==> src/rtl/occupancy_map_uart_dump_if.sv <==
// occupancy_map_uart_dump_if: occupancy RAM read port (master = dumper, slave = RAM); mem_addr, mem_rd_en, mem_rd_data
interface occupancy_map_uart_dump_if #(parameter int ADDR_WIDTH = 15);
  logic [ADDR_WIDTH-1:0] mem_addr;
  logic                  mem_rd_en;
  logic [7:0]            mem_rd_data;
  modport master(output mem_addr, mem_rd_en, input mem_rd_data);
  modport slave(input mem_addr, mem_rd_en, output mem_rd_data);
endinterface

==> src/rtl/occupancy_map_uart_dump.sv <==
// occupancy_map_uart_dump: on start, reads cells 0..MAP_CELLS-1 and sends each as an 8N1 UART byte on tx; ports clk, reset_n (async low), start, mem (RAM read port), tx, busy, done; define MAP_DUMP_CHECKSUM_EN to append an XOR checksum byte
module occupancy_map_uart_dump #(
  parameter int MAP_CELLS    = 32768,
  parameter int ADDR_WIDTH   = $clog2(MAP_CELLS),
  parameter int CLKS_PER_BIT = 868
) (
  input  logic                     clk,
  input  logic                     reset_n,
  input  logic                     start,
  occupancy_map_uart_dump_if.master mem,
  output logic                     tx,
  output logic                     busy,
  output logic                     done
);
  localparam int BW = $clog2(CLKS_PER_BIT);
  typedef enum logic [2:0] {
    IDLE, READ, LATCH, SEND, DONE
`ifdef MAP_DUMP_CHECKSUM_EN
    , CHKSUM
`endif
  } state_t;
  state_t state, state_n;
  logic [ADDR_WIDTH-1:0] idx;
  logic [9:0] shift;
  logic [BW-1:0] baud;
  logic [3:0] bitc;
  logic bit_end, byte_end, last, shifting;
  assign bit_end  = baud == BW'(CLKS_PER_BIT - 1);
  assign byte_end = bit_end && bitc == 4'd9;
  assign last     = idx == ADDR_WIDTH'(MAP_CELLS - 1);
`ifdef MAP_DUMP_CHECKSUM_EN
  logic [7:0] chk;
  logic ck_go;
  // CHKSUM spends its first cycle loading the frame, then shifts it out like SEND
  assign shifting = state == SEND || (state == CHKSUM && ck_go);
  always_ff @(posedge clk or negedge reset_n)
    if (!reset_n) begin
      chk   <= '0;
      ck_go <= 1'b0;
    end else begin
      chk   <= (state == IDLE && start) ? '0 : (state == LATCH) ? chk ^ mem.mem_rd_data : chk;
      ck_go <= state == CHKSUM;
    end
`else
  assign shifting = state == SEND;
`endif
  // tx is decoded from the asynchronously reset state, so reset forces the line high at once
  assign tx            = shifting ? shift[0] : 1'b1;
  assign busy          = state != IDLE && state != DONE;
  assign done          = state == DONE;
  assign mem.mem_rd_en = state == READ;
  assign mem.mem_addr  = idx;
  always_ff @(posedge clk or negedge reset_n)
    if (!reset_n) state <= IDLE;
    else state <= state_n;
  always_comb begin
    state_n = state;
    case (state)
      IDLE:  state_n = start ? READ : IDLE;
      READ:  state_n = LATCH;
      LATCH: state_n = SEND;
`ifdef MAP_DUMP_CHECKSUM_EN
      SEND:   state_n = !byte_end ? SEND : last ? CHKSUM : READ;
      CHKSUM: state_n = (ck_go && byte_end) ? DONE : CHKSUM;
`else
      SEND:   state_n = !byte_end ? SEND : last ? DONE : READ;
`endif
      default: state_n = IDLE;
    endcase
  end
  always_ff @(posedge clk or negedge reset_n)
    if (!reset_n) begin
      idx   <= '0;
      shift <= '1;
      baud  <= '0;
      bitc  <= '0;
    end else begin
      if (state == IDLE && start) idx <= '0;
      else if (state == SEND && byte_end && !last) idx <= idx + 1'b1;
      if (state == LATCH) begin
        shift <= {1'b1, mem.mem_rd_data, 1'b0};
        baud  <= '0;
        bitc  <= '0;
`ifdef MAP_DUMP_CHECKSUM_EN
      end else if (state == CHKSUM && !ck_go) begin
        shift <= {1'b1, chk, 1'b0};
        baud  <= '0;
        bitc  <= '0;
`endif
      end else if (shifting) begin
        baud  <= bit_end ? '0 : baud + 1'b1;
        bitc  <= bit_end ? bitc + 1'b1 : bitc;
        shift <= bit_end ? {1'b1, shift[9:1]} : shift;
      end
    end
endmodule
==> src/flat_wrapper.sv <==
// flat-port wrapper written by rule: the top's interface ports become plain ports
module occupancy_map_uart_dump_flat 
#(
  parameter int MAP_CELLS    = 32768,
  parameter int ADDR_WIDTH   = $clog2(MAP_CELLS),
  parameter int CLKS_PER_BIT = 868
)
  (clk, reset_n, start, tx, busy, done, mem_mem_addr, mem_mem_rd_en, mem_mem_rd_data);
  occupancy_map_uart_dump_if #(.ADDR_WIDTH(ADDR_WIDTH)) mem_i ();
  input  logic clk;
  input  logic reset_n;
  input  logic start;
  output logic tx;
  output logic busy;
  output logic done;
  output wire logic [$bits(mem_i.mem_addr)-1:0] mem_mem_addr;
  output wire logic [$bits(mem_i.mem_rd_en)-1:0] mem_mem_rd_en;
  input wire logic [$bits(mem_i.mem_rd_data)-1:0] mem_mem_rd_data;
  assign mem_mem_addr = mem_i.mem_addr;
  assign mem_mem_rd_en = mem_i.mem_rd_en;
  assign mem_i.mem_rd_data = mem_mem_rd_data;
  occupancy_map_uart_dump #(.MAP_CELLS(MAP_CELLS), .ADDR_WIDTH(ADDR_WIDTH), .CLKS_PER_BIT(CLKS_PER_BIT)) u_core (.clk(clk), .reset_n(reset_n), .start(start), .mem(mem_i), .tx(tx), .busy(busy), .done(done));
endmodule
==> config.mk <==
export PLATFORM = sky130hd
export DESIGN_NAME = occupancy_map_uart_dump_flat
export DESIGN_NICKNAME = d
export VERILOG_FILES = /design/src/rtl/occupancy_map_uart_dump_if.sv /design/src/rtl/occupancy_map_uart_dump.sv /design/src/flat_wrapper.sv
export SDC_FILE = /design/constraint.sdc
export NUM_CORES = 1
export LEC_CHECK = 0
export BUFFER_PORTS_ARGS = -buffer_cell sky130_fd_sc_hd__clkbuf_2
export CORE_ASPECT_RATIO = 0.9
export CORE_MARGIN = 1
export CORE_UTILIZATION = 46
export DETAILED_ROUTE_END_ITERATION = 16
export PLACE_DENSITY = 0.66
export RECOVER_POWER = 50
export SETUP_SLACK_MARGIN = 0.05
export SLEW_MARGIN = 10
export SYNTH_ARGS = -nofsm -noshare
export SYNTH_HDL_FRONTEND = slang
export SYNTH_SLANG_ARGS = --single-unit
==> constraint.sdc <==
create_clock -name clk -period 2.9 [get_ports clk]
set_clock_uncertainty 0.1 [all_clocks]
set_input_delay 0.435 -clock clk [delete_from_list [all_inputs] [get_ports clk]]
set_output_delay 0.435 -clock clk [all_outputs]
set_load 0.02 [all_outputs]
==> out/metrics.yaml <==
status: "finished, violations left"
violations: "max-capacitance violations, max-slew violations"
cp.arrival_ps: 2460
place.gp.congestion: 0.827
io_pins: 30
hold_class: "primary input to flip-flop"
finalSetupTns_ps: 0
cp-end-kind: "flip-flop"
dp.cells: 311
rows: 23
cts.sinks: 41
design.core.area_mm2: 0.00449
wirelength_um: 4550
drc_errors: 0
slew_violations: 35
critPathRequiredTime_ps: 3020
irDropWorstVdd_v: 0.000349
fin_ws_ps: 558
utilization_pct: 55.5
die_h_um: 67.1
grt_pass1_vias: 1607
dieArea_mm2: 0.00498
netlist_area_mm2: 0.00216
grt_max_degree: 35
first_pass_iters: 4
path_class: "flip-flop to flip-flop"
ys_seq_area_share_pct: 47.9
drive_gt1_share_pct: 17.9
routed_via_density: 5.64
rsz0062_at_grt: "false"
dp_hpwl_um: 3310
grt-ovfl-total: 0
grtUsageTotal_pct: 21.2
leakagePower_nw: 1.05
fin_nets: 271
min_period_ps: 2340
die_w_um: 74.3
grt_pass1_wl_um: 7920
worst_pin_slew_ps: 1750
cts_setup_buffers: 0
hold_buffers: 0
ant_nets: 0
p_per_area_mw_per_mm2: 444
port_buffers: 29
post_cts_resized: 0
insertion_delay_ps: 300
htree_levels: 2
hold_viol: 0
cts_buffer_depth: 2
vias: 1799
wl_per_cell_um: 14.3
postSynthCellCount: 223
avgSynthCellArea_um2: 9.71
period_share_pct: 80.7
clkTransAtPathRegs_ps: 80
area.growth.synth_to_final_pct: 15.1
fmax_ghz: 0.427
reg2reg_slack_ps: 560
pre_cts_ws_ps: 588
worst_setup_path_start_kind: "flip-flop"
synth_top_area_share_pct: 37.0
stdcell_count: 319
yosys_most_used_dff: "dfrtp_1"
synthArstFlopShare_pct: 100
yosysTopAreaCell: "dfrtp_1"
syn-num-nets: 238
synth_area_leaders: "dfrtp_1 (37%), dfstp_2 (11%), o21ai_0 (4.4%)"
slew-limit-headroom_pct: -16.8
crit_fanout: 8
synth_edf_count: 0
setup_viol: 0
num_antenna_cells: 0
synth_cell_type_count: 46
first_iter_violations: 92
initial_core_util_pct: 48.2
cts_root_buf: "clkbuf_8"
cts-buffers-inserted: 5
cts_tree: "built"
drv_cap: 1
antenna_found_initial: 0
yosys_warnings: 0
synth_seq_cells: 41
## sequential cells by signal, indices dropped and copies added, names as in the netlist
register,flops
u_core.baud,10
u_core.state,3
u_core.mem.mem_addr,15
u_core.bitc,4
u_core.shift,9
## power breakdown
| part | total [mW] | internal [mW] | switching [mW] |
|---|---|---|---|
| combinational | 0.0383 | 0.0138 | 0.0245 |
| sequential | 0.592 | 0.585 | 0.00740 |
| clock | 0.475 | 0.281 | 0.195 |
| total | 1.11 | 0.879 | 0.227 |
## kinds of logic (layout without fill, tap and decap cells)
kind of cell               count (synthesis)  after routing  synth area share [%]
DFF                                       41             41                  47.9
muxes                                      7              7                  3.24
buffers and inverters                     13             47                  2.25
and+or+nand+nor                           99             99                  25.9
adders and majority gates                  4              4                  2.31
AOI/OAI and AO/OA                         48             48                  13.9
xor gates and xnor gates                  11             11                  4.45
## critical path: stages, from the launching register on
cell	delay [ps]
dfrtp_1	410
inv_1	90
ha_1	160
and3b_1	210
nand4_4	160
or3_1	470
or4_1	520
a21oi_1	160
## placed cells by master, fill, tap and decap left out, types with 2 or more instances in the layout
cell type   n
nand4_1     6
nand3_1    14
xnor2_1     6
o21ai_0    19
and2b_1     2
nor2_1     19
xor2_1      5
ha_1        4
clkbuf_8    6
and4_1      3
mux2i_1     7
a31o_2      2
clkbuf_2   19
nor4_1      5
nand2_1    23
nand3b_1    2
or4_1       3
a21oi_1    10
inv_1       6
buf_4       3
or3_1       5
and2_1      2
dfrtp_1    32
dfstp_2     9
a211oi_1    2
o21a_1      2
o31ai_1     3
and3_1      4
clkbuf_1   12
and3b_1     2
## per-layer routing
metal | vias to the layer above | global-route usage (%) | part of all wire (%)
met5 | - | 0 | 0
met4 | 0 | 7.08 | 1.6
met3 | 7 | 4.54 | 4.7
met2 | 34 | 28.6 | 41
met1 | 877 | 32.8 | 52
li1 | 881 | - | -
## synth_stat cells, drive strengths merged, types with 3 or more instances
library cell  count
xnor2             6
xor2              5
nand4             7
clkbuf            7
a21oi            11
nor4              6
dfstp             9
nor2             20
nand2            23
dfrtp            32
or3               5
and3              4
o21ai            19
ha                4
o31ai             3
and4              3
or4               3
inv               6
nand3            14
mux2i             7
## stage by stage
step           hold WS [ps]  area, µm²  power, mW
6_report                281       2490       1.11
5_1_grt                 302       2490       1.15
3_5_place_dp            374       2390      0.643
2_1_floorplan          39.4       2160      0.617
4_1_cts                 156       2510       1.12
3_3_place_gp            365       2390      0.642
## cell type report
class                           instances  area [µm²]
Fill cell                             444        2000
Multi-Input combinational cell        169        1080
Sequential cell                        41        1040
Timing Repair Buffer                   33         159
Clock buffer                            7        86.3
Tap cell                               62        77.6
Clock inverter                          1        30.0
Inverter                                6        22.5
## path summary, 6_finish.rpt
check | start | endpoint | cells past startpoint
worst max-delay path | u_core.bitc[1]$_DFFE_PN0P_ | u_core.mem.mem_addr[9]$_DFFE_PN0P_ | 7
worst min-delay path | mem_mem_rd_data[7] | u_core.shift[8]$_DFFE_PN1P_ | 2
worst max register to register | u_core.bitc[1]$_DFFE_PN0P_ | u_core.mem.mem_addr[9]$_DFFE_PN0P_ | 7
worst min register to register | u_core.shift[3]$_DFFE_PN1P_ | u_core.shift[3]$_DFFE_PN1P_ | 2
max in group asynchronous | reset_n | u_core.shift[2]$_DFFE_PN1P_ | 2
min in group asynchronous | reset_n | u_core.state[0]$_DFF_PN0_ | 1
Note: power is estimated with default switching activity, not from simulation.
